--- src/rtl/demux_1to8_buf_if.sv ---
// Handshake bundle for the buffered 1-to-8 demultiplexer: one producer stream in,
// eight per-channel valid/ready streams out, plus the accepted-word counter.
interface demux_1to8_buf_if #(
    parameter int unsigned WIDTH = 8,
    parameter int unsigned SEL_W = 3,
    parameter int unsigned CNT_W = 16
);
    localparam int unsigned NUM_CH = 2 ** SEL_W;

    logic                    valid_i;
    logic                    ready_o;
    logic [SEL_W-1:0]        sel_i;
    logic [WIDTH-1:0]        data_i;
    logic [NUM_CH-1:0]       ch_valid_o;
    logic [NUM_CH-1:0]       ch_ready_i;
    logic [NUM_CH*WIDTH-1:0] ch_data_o;
    logic [CNT_W-1:0]        count_o;

    // Producer and consumers together form the environment side
    modport master (
        output valid_i, sel_i, data_i, ch_ready_i,
        input  ready_o, ch_valid_o, ch_data_o, count_o
    );

    modport slave (
        input  valid_i, sel_i, data_i, ch_ready_i,
        output ready_o, ch_valid_o, ch_data_o, count_o
    );
endinterface

--- src/rtl/demux_1to8_buf.sv ---
// Buffered 1-to-8 demultiplexer: steers each accepted word into a one-entry holding
// register per channel, with same-cycle pop/refill bypass and an accepted-word counter.
module demux_1to8_buf #(
    parameter int unsigned WIDTH = 8,
    parameter int unsigned SEL_W = 3,
    parameter int unsigned CNT_W = 16
) (
    input  logic             clk_i,
    input  logic             rst_ni,
    demux_1to8_buf_if.slave  bus
);
    localparam int unsigned NUM_CH = 2 ** SEL_W;

    typedef enum logic {
        ST_EMPTY = 1'b0,
        ST_FULL  = 1'b1
    } ch_state_t;

    ch_state_t               r_state     [NUM_CH];
    ch_state_t               w_state_nxt [NUM_CH];
    logic [WIDTH-1:0]        r_hold      [NUM_CH];
    logic [CNT_W-1:0]        r_count;

    logic [NUM_CH-1:0]       w_full;
    logic [NUM_CH-1:0]       w_pop;
    logic [NUM_CH-1:0]       w_wr;
    logic                    w_ready;
    logic                    w_acc;
    logic [NUM_CH*WIDTH-1:0] w_data_flat;

    // Target slot is free, or its consumer drains it this very cycle
    assign w_ready = ~w_full[bus.sel_i] | bus.ch_ready_i[bus.sel_i];
    assign w_acc   = bus.valid_i & w_ready;

    // Per-channel occupancy, pop and write strobes
    always_comb begin
        w_full = '0;
        w_pop  = '0;
        w_wr   = '0;
        for (int unsigned k = 0; k < NUM_CH; k++) begin
            w_full[k] = (r_state[k] == ST_FULL);
            w_pop[k]  = w_full[k] & bus.ch_ready_i[k];
            w_wr[k]   = w_acc & (bus.sel_i == SEL_W'(k));
        end
    end

    // Channel EMPTY/FULL state registers
    always_ff @(posedge clk_i or negedge rst_ni) begin
        if (!rst_ni) begin
            for (int unsigned k = 0; k < NUM_CH; k++) begin
                r_state[k] <= ST_EMPTY;
            end
        end else begin
            for (int unsigned k = 0; k < NUM_CH; k++) begin
                r_state[k] <= w_state_nxt[k];
            end
        end
    end

    // Channel next-state: a write always wins over a pop on the same channel
    always_comb begin
        for (int unsigned k = 0; k < NUM_CH; k++) begin
            w_state_nxt[k] = r_state[k];
            case (r_state[k])
                ST_EMPTY: begin
                    if (w_wr[k]) begin
                        w_state_nxt[k] = ST_FULL;
                    end
                end
                ST_FULL: begin
                    if (w_pop[k] && !w_wr[k]) begin
                        w_state_nxt[k] = ST_EMPTY;
                    end
                end
                default: w_state_nxt[k] = ST_EMPTY;
            endcase
        end
    end

    // Holding registers keep their word until overwritten, so data is stable while stalled
    always_ff @(posedge clk_i or negedge rst_ni) begin
        if (!rst_ni) begin
            for (int unsigned k = 0; k < NUM_CH; k++) begin
                r_hold[k] <= '0;
            end
        end else begin
            for (int unsigned k = 0; k < NUM_CH; k++) begin
                if (w_wr[k]) begin
                    r_hold[k] <= bus.data_i;
                end
            end
        end
    end

    // Accepted-word counter, wraps naturally at 2**CNT_W
    always_ff @(posedge clk_i or negedge rst_ni) begin
        if (!rst_ni) begin
            r_count <= '0;
        end else if (w_acc) begin
            r_count <= r_count + CNT_W'(1);
        end
    end

    always_comb begin
        w_data_flat = '0;
        for (int unsigned k = 0; k < NUM_CH; k++) begin
            w_data_flat[k*WIDTH +: WIDTH] = r_hold[k];
        end
    end

    assign bus.ready_o    = w_ready;
    assign bus.ch_valid_o = w_full;
    assign bus.ch_data_o  = w_data_flat;
    assign bus.count_o    = r_count;

endmodule

--- src/flat_wrapper.sv ---
// flat-port wrapper written by rule: the top's interface ports become plain ports
module demux_1to8_buf_flat 
#(
    parameter int unsigned WIDTH = 8,
    parameter int unsigned SEL_W = 3,
    parameter int unsigned CNT_W = 16
)
  (clk_i, rst_ni, bus_valid_i, bus_sel_i, bus_data_i, bus_ch_ready_i, bus_ready_o, bus_ch_valid_o, bus_ch_data_o, bus_count_o);
  demux_1to8_buf_if #(.WIDTH(WIDTH), .SEL_W(SEL_W), .CNT_W(CNT_W)) bus_i ();
  input  logic clk_i;
  input  logic rst_ni;
  input wire logic [$bits(bus_i.valid_i)-1:0] bus_valid_i;
  input wire logic [$bits(bus_i.sel_i)-1:0] bus_sel_i;
  input wire logic [$bits(bus_i.data_i)-1:0] bus_data_i;
  input wire logic [$bits(bus_i.ch_ready_i)-1:0] bus_ch_ready_i;
  output wire logic [$bits(bus_i.ready_o)-1:0] bus_ready_o;
  output wire logic [$bits(bus_i.ch_valid_o)-1:0] bus_ch_valid_o;
  output wire logic [$bits(bus_i.ch_data_o)-1:0] bus_ch_data_o;
  output wire logic [$bits(bus_i.count_o)-1:0] bus_count_o;
  assign bus_i.valid_i = bus_valid_i;
  assign bus_i.sel_i = bus_sel_i;
  assign bus_i.data_i = bus_data_i;
  assign bus_i.ch_ready_i = bus_ch_ready_i;
  assign bus_ready_o = bus_i.ready_o;
  assign bus_ch_valid_o = bus_i.ch_valid_o;
  assign bus_ch_data_o = bus_i.ch_data_o;
  assign bus_count_o = bus_i.count_o;
  demux_1to8_buf #(.WIDTH(WIDTH), .SEL_W(SEL_W), .CNT_W(CNT_W)) u_core (.clk_i(clk_i), .rst_ni(rst_ni), .bus(bus_i));
endmodule
--- config.mk ---
export PLATFORM = sky130hd
export DESIGN_NAME = demux_1to8_buf_flat
export DESIGN_NICKNAME = d
export VERILOG_FILES = /design/src/rtl/demux_1to8_buf_if.sv /design/src/rtl/demux_1to8_buf.sv /design/src/flat_wrapper.sv
export SDC_FILE = /design/constraint.sdc
export NUM_CORES = 1
export LEC_CHECK = 0
export CAP_MARGIN = 10
export CORE_ASPECT_RATIO = 0.7
export CORE_MARGIN = 4
export CORE_UTILIZATION = 54
export CTS_CLUSTER_SIZE = 20
export DETAILED_ROUTE_END_ITERATION = 7
export DONT_BUFFER_PORTS = 1
export PLACE_DENSITY_LB_ADDON = 0.2
export SLEW_MARGIN = 5
export SYNTH_ARGS = -nofsm -noshare
export SYNTH_HDL_FRONTEND = slang
export SYNTH_SLANG_ARGS = --single-unit
--- constraint.sdc ---
create_clock -name clk_i -period 3.9 [get_ports clk_i]
set_input_delay 0.78 -clock clk_i [delete_from_list [all_inputs] [get_ports clk_i]]
set_output_delay 0.78 -clock clk_i [all_outputs]
set_load 0.01 [all_outputs]
==> flow_metrics.env <==
export IMPL_tritoncts="done"
export IMPL_fp_dieW_um=105
export IMPL_hp_class="primary input to asynchronous set/reset pin"
export IMPL_netlist_cell_type_count=25
export IMPL_die_height_um=75.8
export IMPL_syn_inst=236
export IMPL_routed_wl_um=7450
export IMPL_drive_above_1_share=0.351
export IMPL_area_delta_synth_final_pct=9.50
export IMPL_clk_pin_slew_worst_paths_ps=80
export IMPL_cp_cell_sequence="nand2b_1 -> mux4_2 -> mux2i_1 -> inv_1"
export IMPL_numPortBuffers=0
export IMPL_power_ir_vdd_worst_uv=314
export IMPL_post_synth_most_frequent_cells="88 x dfrtp_1, 65 x mux2_2, 10 x nand2_1"
export IMPL_dr_total_vias=1943
export IMPL_area_inside_the_core_boundary_sq_mm=0.00631
export IMPL_synth_edf_count=0
export IMPL_synth_ff_type="dfrtp_1"
export IMPL_p_leak_nw=1.73
export IMPL_routedWlPerCell_um=22.9
export IMPL_syn_cell_area_sq_mm=0.00354
export IMPL_synth_largest_area_cell="dfrtp_1"
export IMPL_worst_r2r_cell_count=5
export IMPL_grt_remaining_overflow=0
export IMPL_timing_critical_path_slowest_cell_delay_ps=490
export IMPL_cts_setup_buffers=0
export IMPL_timing_worst_setup_path_type="primary input to output port"
export IMPL_drcViolationCount=0
export IMPL_setup_reg_to_reg_worst_slack_ps=1980
export IMPL_ctsHtreeMaxLevel=3
export IMPL_io_pin_count=111
export IMPL_drt_first_iter_violations=65
export IMPL_yosysTopAreaCellShare=0.621
export IMPL_num_antenna_cells=0
export IMPL_avgSynthCellArea_sq_um=15.0
export IMPL_numCtsBuffers=9
export IMPL_fin_crit_sh=0.724
export IMPL_critical_path_required_ps=3120
export IMPL_report_final_hold_viol_count=0
export IMPL_clk_path_buf_depth=2
export IMPL_nets=267
export IMPL_design_die_area_sq_mm=0.00794
export IMPL_largest_net_degree_at_the_start_of_global_routing=89
export IMPL_grt_setup_unrepaired="no"
export IMPL_post_cts_resize_count=0
export IMPL_fmax_ghz=0.354
export IMPL_clkLatencyLatePin_ps=350
export IMPL_endpoint_kind="output port"
export IMPL_max_cap_violations=0
export IMPL_synth_nets=259
export IMPL_ys_ff_latch=88
export IMPL_setup_violations=0
export IMPL_start_util=0.562
export IMPL_worstSetupStartpointType="primary input"
export IMPL_cell_type_of_the_slowest_stage_on_the_worst_timing_path="mux4_2"
export IMPL_ranking_of_synthesized_cells_by_area="dfrtp_1 62%, mux2_2 21%, xnor2_1 2.2%"
export IMPL_status="complete, no violations"
export IMPL_critical_path_maximum_fanout=6
export IMPL_viasPerCell=5.96
export IMPL_wire_length_of_the_first_global_routing_pass_um=11600
export IMPL_setup_total_negative_slack_ps=0
export IMPL_slew_limit_headroom=0.437
export IMPL_tightest_slew_ps=841
export IMPL_ys_warn_count=0
export IMPL_dp_hpwl_um=5080
export IMPL_cp_arrival_ps=2040
export IMPL_placedCellCount=311
export IMPL_crit_buf_inv=1
export IMPL_clock_skew_ps=7.01
export IMPL_via_count_of_the_first_global_routing_pass=1967
export IMPL_filler_cell_count=485
export IMPL_placementRows=24
export IMPL_cts_sink_count=88
export IMPL_timing_max_transition_violations_final=0
export IMPL_cts_root_buf="clkbuf_8"
export IMPL_crit_path_leading_delay_family="multiplexers"
export IMPL_worst_r2r_startpoint="u_core.bus.ch_valid_o[4]"
export IMPL_finalCoreUtilization=0.615
export IMPL_synth_async_reset_ratio=1.00
export IMPL_period_needed_ps=2820
export IMPL_finalWeightedCongestion=0.708
export IMPL_grt_usage=0.198
export IMPL_layoutNonFillerInstCount=326
export IMPL_proportion_of_synthesized_chip_area_in_sequential_cells=0.621
export IMPL_remaining_number_of_nets_flagged_by_the_antenna_check_after_routing=0
export IMPL_cts_hold_buffers_added=0
export IMPL_synth_most_common_cell="dfrtp_1"
export IMPL_drt_pre_antenna_iters=4
export IMPL_grt_antenna_before_repair=0
export IMPL_worst_hold_slack_ps=119
export IMPL_power_per_cell_area_mw_per_mm2=617
export IMPL_worstReg2RegEnd="u_core.bus.count_o[11]"
==> logic make-up (layout without fill, tap and decap cells) <==
family,after synthesis,after routing,synth area share
flip-flops,88,88,0.621
multiplexers,68,68,0.222
AND/OR/NAND/NOR,57,57,0.105
XOR/XNOR,15,15,0.0371
buffers and inverters,4,16,0.00600
AO/OA/AOI/OAI,3,3,0.00530
adder cells (fa/ha/maj),1,1,0.00353
==> state kept, by name, indices dropped and copies added (netlist names) <==
register	cells
u_core.bus.ch_data_o	64
u_core.bus.count_o	16
u_core.bus.ch_valid_o	8
==> per-layer routing <==
metal	GRT usage	up-vias	wire (um)
met4	0.0655	0	82
met1	0.254	996	3220
met2	0.291	82	3350
met5	0	-	0
met3	0.107	9	800
li1	-	856	-
==> layout by cell type (no fill, tap or decap) <==
cell       synthesis  routed
nand4b_1           2       2
xor2_1             6       6
nand2_1           10      10
mux2i_1            1       1
inv_1              1       1
clkbuf_8           0       9
ha_1               1       1
nor3_1             4       4
nand3_1            3       3
mux4_2             2       2
clkbuf_1           0       1
dfrtp_1           88      88
xnor2_1            9       9
and3_1             6       6
or2_2              2       2
nor2_1             2       2
o21ai_0            2       2
nor4b_4            2       2
mux2_2            65      65
bufinv_16          0       4
inv_6              0       1
nor2b_1            4       4
nor3b_2            2       2
nand2b_1           9       9
a22o_1             1       1
and2_1             2       2
nand4_1            9       9
==> area by class of cell <==
class | count | area, sq um | area share
clock buffer | 10 | 128 | 0.0329
multi-input combinational | 144 | 1320 | 0.340
tap | 78 | 97.6 | 0.0252
sequential | 88 | 2200 | 0.568
clock inverter | 5 | 129 | 0.0332
inverter | 1 | 3.75 | 0.000967
==> worst max-delay path by stage <==
stage                           start          end  slack, ps  depth (start not counted)
floorplan                bus_sel_i[0]  bus_ready_o       1210                          4
global placement    bus_ch_ready_i[4]  bus_ready_o       1180                          4
detailed placement  bus_ch_ready_i[2]  bus_ready_o       1150                          4
CTS                 bus_ch_ready_i[4]  bus_ready_o       1090                          4
global route        bus_ch_ready_i[4]  bus_ready_o       1000                          4
finish              bus_ch_ready_i[4]  bus_ready_o       1080                          4
==> through the flow <==
stage	power (mW)	cell area, sq um	setup WS, ps
after detailed placement	1.62	3620	1150
after global routing	2.51	3880	1000
after floorplan	1.53	3540	1210
final	2.39	3880	1080
after global placement	1.60	3620	1180
after CTS	2.42	3880	1090
==> where the power goes <==
part	internal (mW)	switching (mW)
clock network	0.490	0.311
registers	1.10	0.252
logic	0.157	0.0837
Power figures use the tool's default switching activity.
==> RTL edit: new RTL, same settings <==
`WIDTH` is set to 8 in 3 places; all go to 7.
--- a/src/rtl/demux_1to8_buf_if.sv
+++ b/src/rtl/demux_1to8_buf_if.sv
@@ -3,3 +3,3 @@
 interface demux_1to8_buf_if #(
-    parameter int unsigned WIDTH = 8,
+    parameter int unsigned WIDTH = 7,
     parameter int unsigned SEL_W = 3,
--- a/src/rtl/demux_1to8_buf.sv
+++ b/src/rtl/demux_1to8_buf.sv
@@ -3,3 +3,3 @@
 module demux_1to8_buf #(
-    parameter int unsigned WIDTH = 8,
+    parameter int unsigned WIDTH = 7,
     parameter int unsigned SEL_W = 3,
--- a/src/flat_wrapper.sv
+++ b/src/flat_wrapper.sv
@@ -3,3 +3,3 @@
 #(
-    parameter int unsigned WIDTH = 8,
+    parameter int unsigned WIDTH = 7,
     parameter int unsigned SEL_W = 3,
Ports: changed (resized bus_ch_data_o and bus_data_i); port bits go from 111 to 102. The function was not compared with the original's and may differ.
==> RTL edit against the unedited design <==
- sequential share of layout area decreased by 2.2 points
- first-iteration DRC count rose by 32%
- synthesized area shrank 5.8%
- routed wire length is 7.2% lower
- worst setup slack got worse by 130 ps
- sequential cell count down 8
- power fell by 2.8%
- design area shrank 5.4%
- critical path type is now reg -> out
- largest cell class unchanged
==> RTL edit: results (changes against the unedited design) <==
stage,metric,value,unit,change
power_and_ir_drop,powerDensity,633,nW/um2,+2.7%
synth,synth.net_count,254,,-1.9%
outcome,status,finished clean,,
synth,synth_cell_types,31,,+24%
final_layout,nMultiInputCombCells,134,,-6.9%
final_layout,design_area,3670,um2,-5.4%
final_layout,largest_reg_flops,56,,-13%
synth,synthTopCellsByCount,"80 x dfrtp_1, 43 x mux2_2, 14 x mux2_1, 11 x inv_1, 9 x xor2_1",,
setup_path,path_max_fanout,13,,+7
sta,hold_ws,119,ps,+0.253 ps
synth,synth_xor_area_frac,0.0394,,+0.00229
detailed_routing,wl_per_cell,21.8,um,-4.6%
global_route,grt_use_total,0.196,,-0.00207
place,pre_cts_ws,954,ps,-191 ps
power_and_ir_drop,switchingPower,0.000641,W,-0.81%
power_and_ir_drop,peakVddDrop,0.367,mV,+17%
place,gp_congestion,0.844,,+19%
detailed_routing,via_per_inst,5.94,,-0.39%
setup_path,ff2ff_setup_slack,1280,ps,-700 ps
global_route,grt_pass1_vias,1946,,-1.1%
place,hpwl,4.98,mm,-1.9%
synth,avgSynthCellArea,14.4,um2,-4.2%
setup_path,worstPathArrival,2180,ps,+140 ps
synth,ys_ff_latch,80,,-9.1%
synth,synthTopCellsByArea,"dfrtp_1 60%, mux2_2 15%, mux2_1 4.7%",,
setup_path,timing.rr.end,u_core.bus.ch_data_o[3]$_DFFE_PN0P_,,
synth,synth_compound_area_frac,0.0202,,+0.0150
setup_path,crit_family,compound AO/OA/AOI/OAI gates,,
final_layout,drive_gt1_frac,0.298,,-0.0533
final_layout,seq_share,0.545,,-0.0222
final_layout,inv_count,12,,+11
synth,seq_area_frac_synth,0.600,,-0.0215
global_route,grt_max_degree,81,,-9.0%
sta,clock_skew,6.90,ps,-0.111 ps
power_and_ir_drop,p_seq_frac,0.549,,-0.016
sta,relSlewSlack,0.616,,+0.179
place,dp_cells,301,,-3.2%
==> RTL edit: changes by cell type after synthesis, sizes merged, moves of 3 or more <==
cell	before	now
nand3	3	16
inv	1	12
nand2b	9	0
dfrtp	88	80
mux2	65	57
nand2	10	4
nand4	9	3
o21ai	2	8
and3	6	1
nor4	0	4
mux2i	1	4
xnor2	9	6
xor2	6	9
==> RTL edit: metal layers <==
layer	global-route usage	wire length [um]	share of wire	up-vias
met1	0.263	3020	0.44	971
met5	0	0	0	-
li1	-	-	-	825
met2	0.268	2930	0.42	78
met4	0.0655	73	0.011	0
met3	0.110	895	0.13	8
==> RTL edit: worst reg2reg max path, cell delays in order, from the launching register on <==
cell,delay (ps)
dfrtp_1,430
inv_1,90
mux4_2,480
o22ai_2,490
inv_2,340
nand3_2,310
mux2_2,370
==> RTL edit: logic make-up (layout without fill, tap and decap cells) <==
group           count (synthesis)  in the layout
flops                          80             80
compound gates                 11             11
mux                            63             63
simple gates                   44             44
xor+xnor                       15             15
fa+ha+maj                       1              1
buf+inv                        18             28
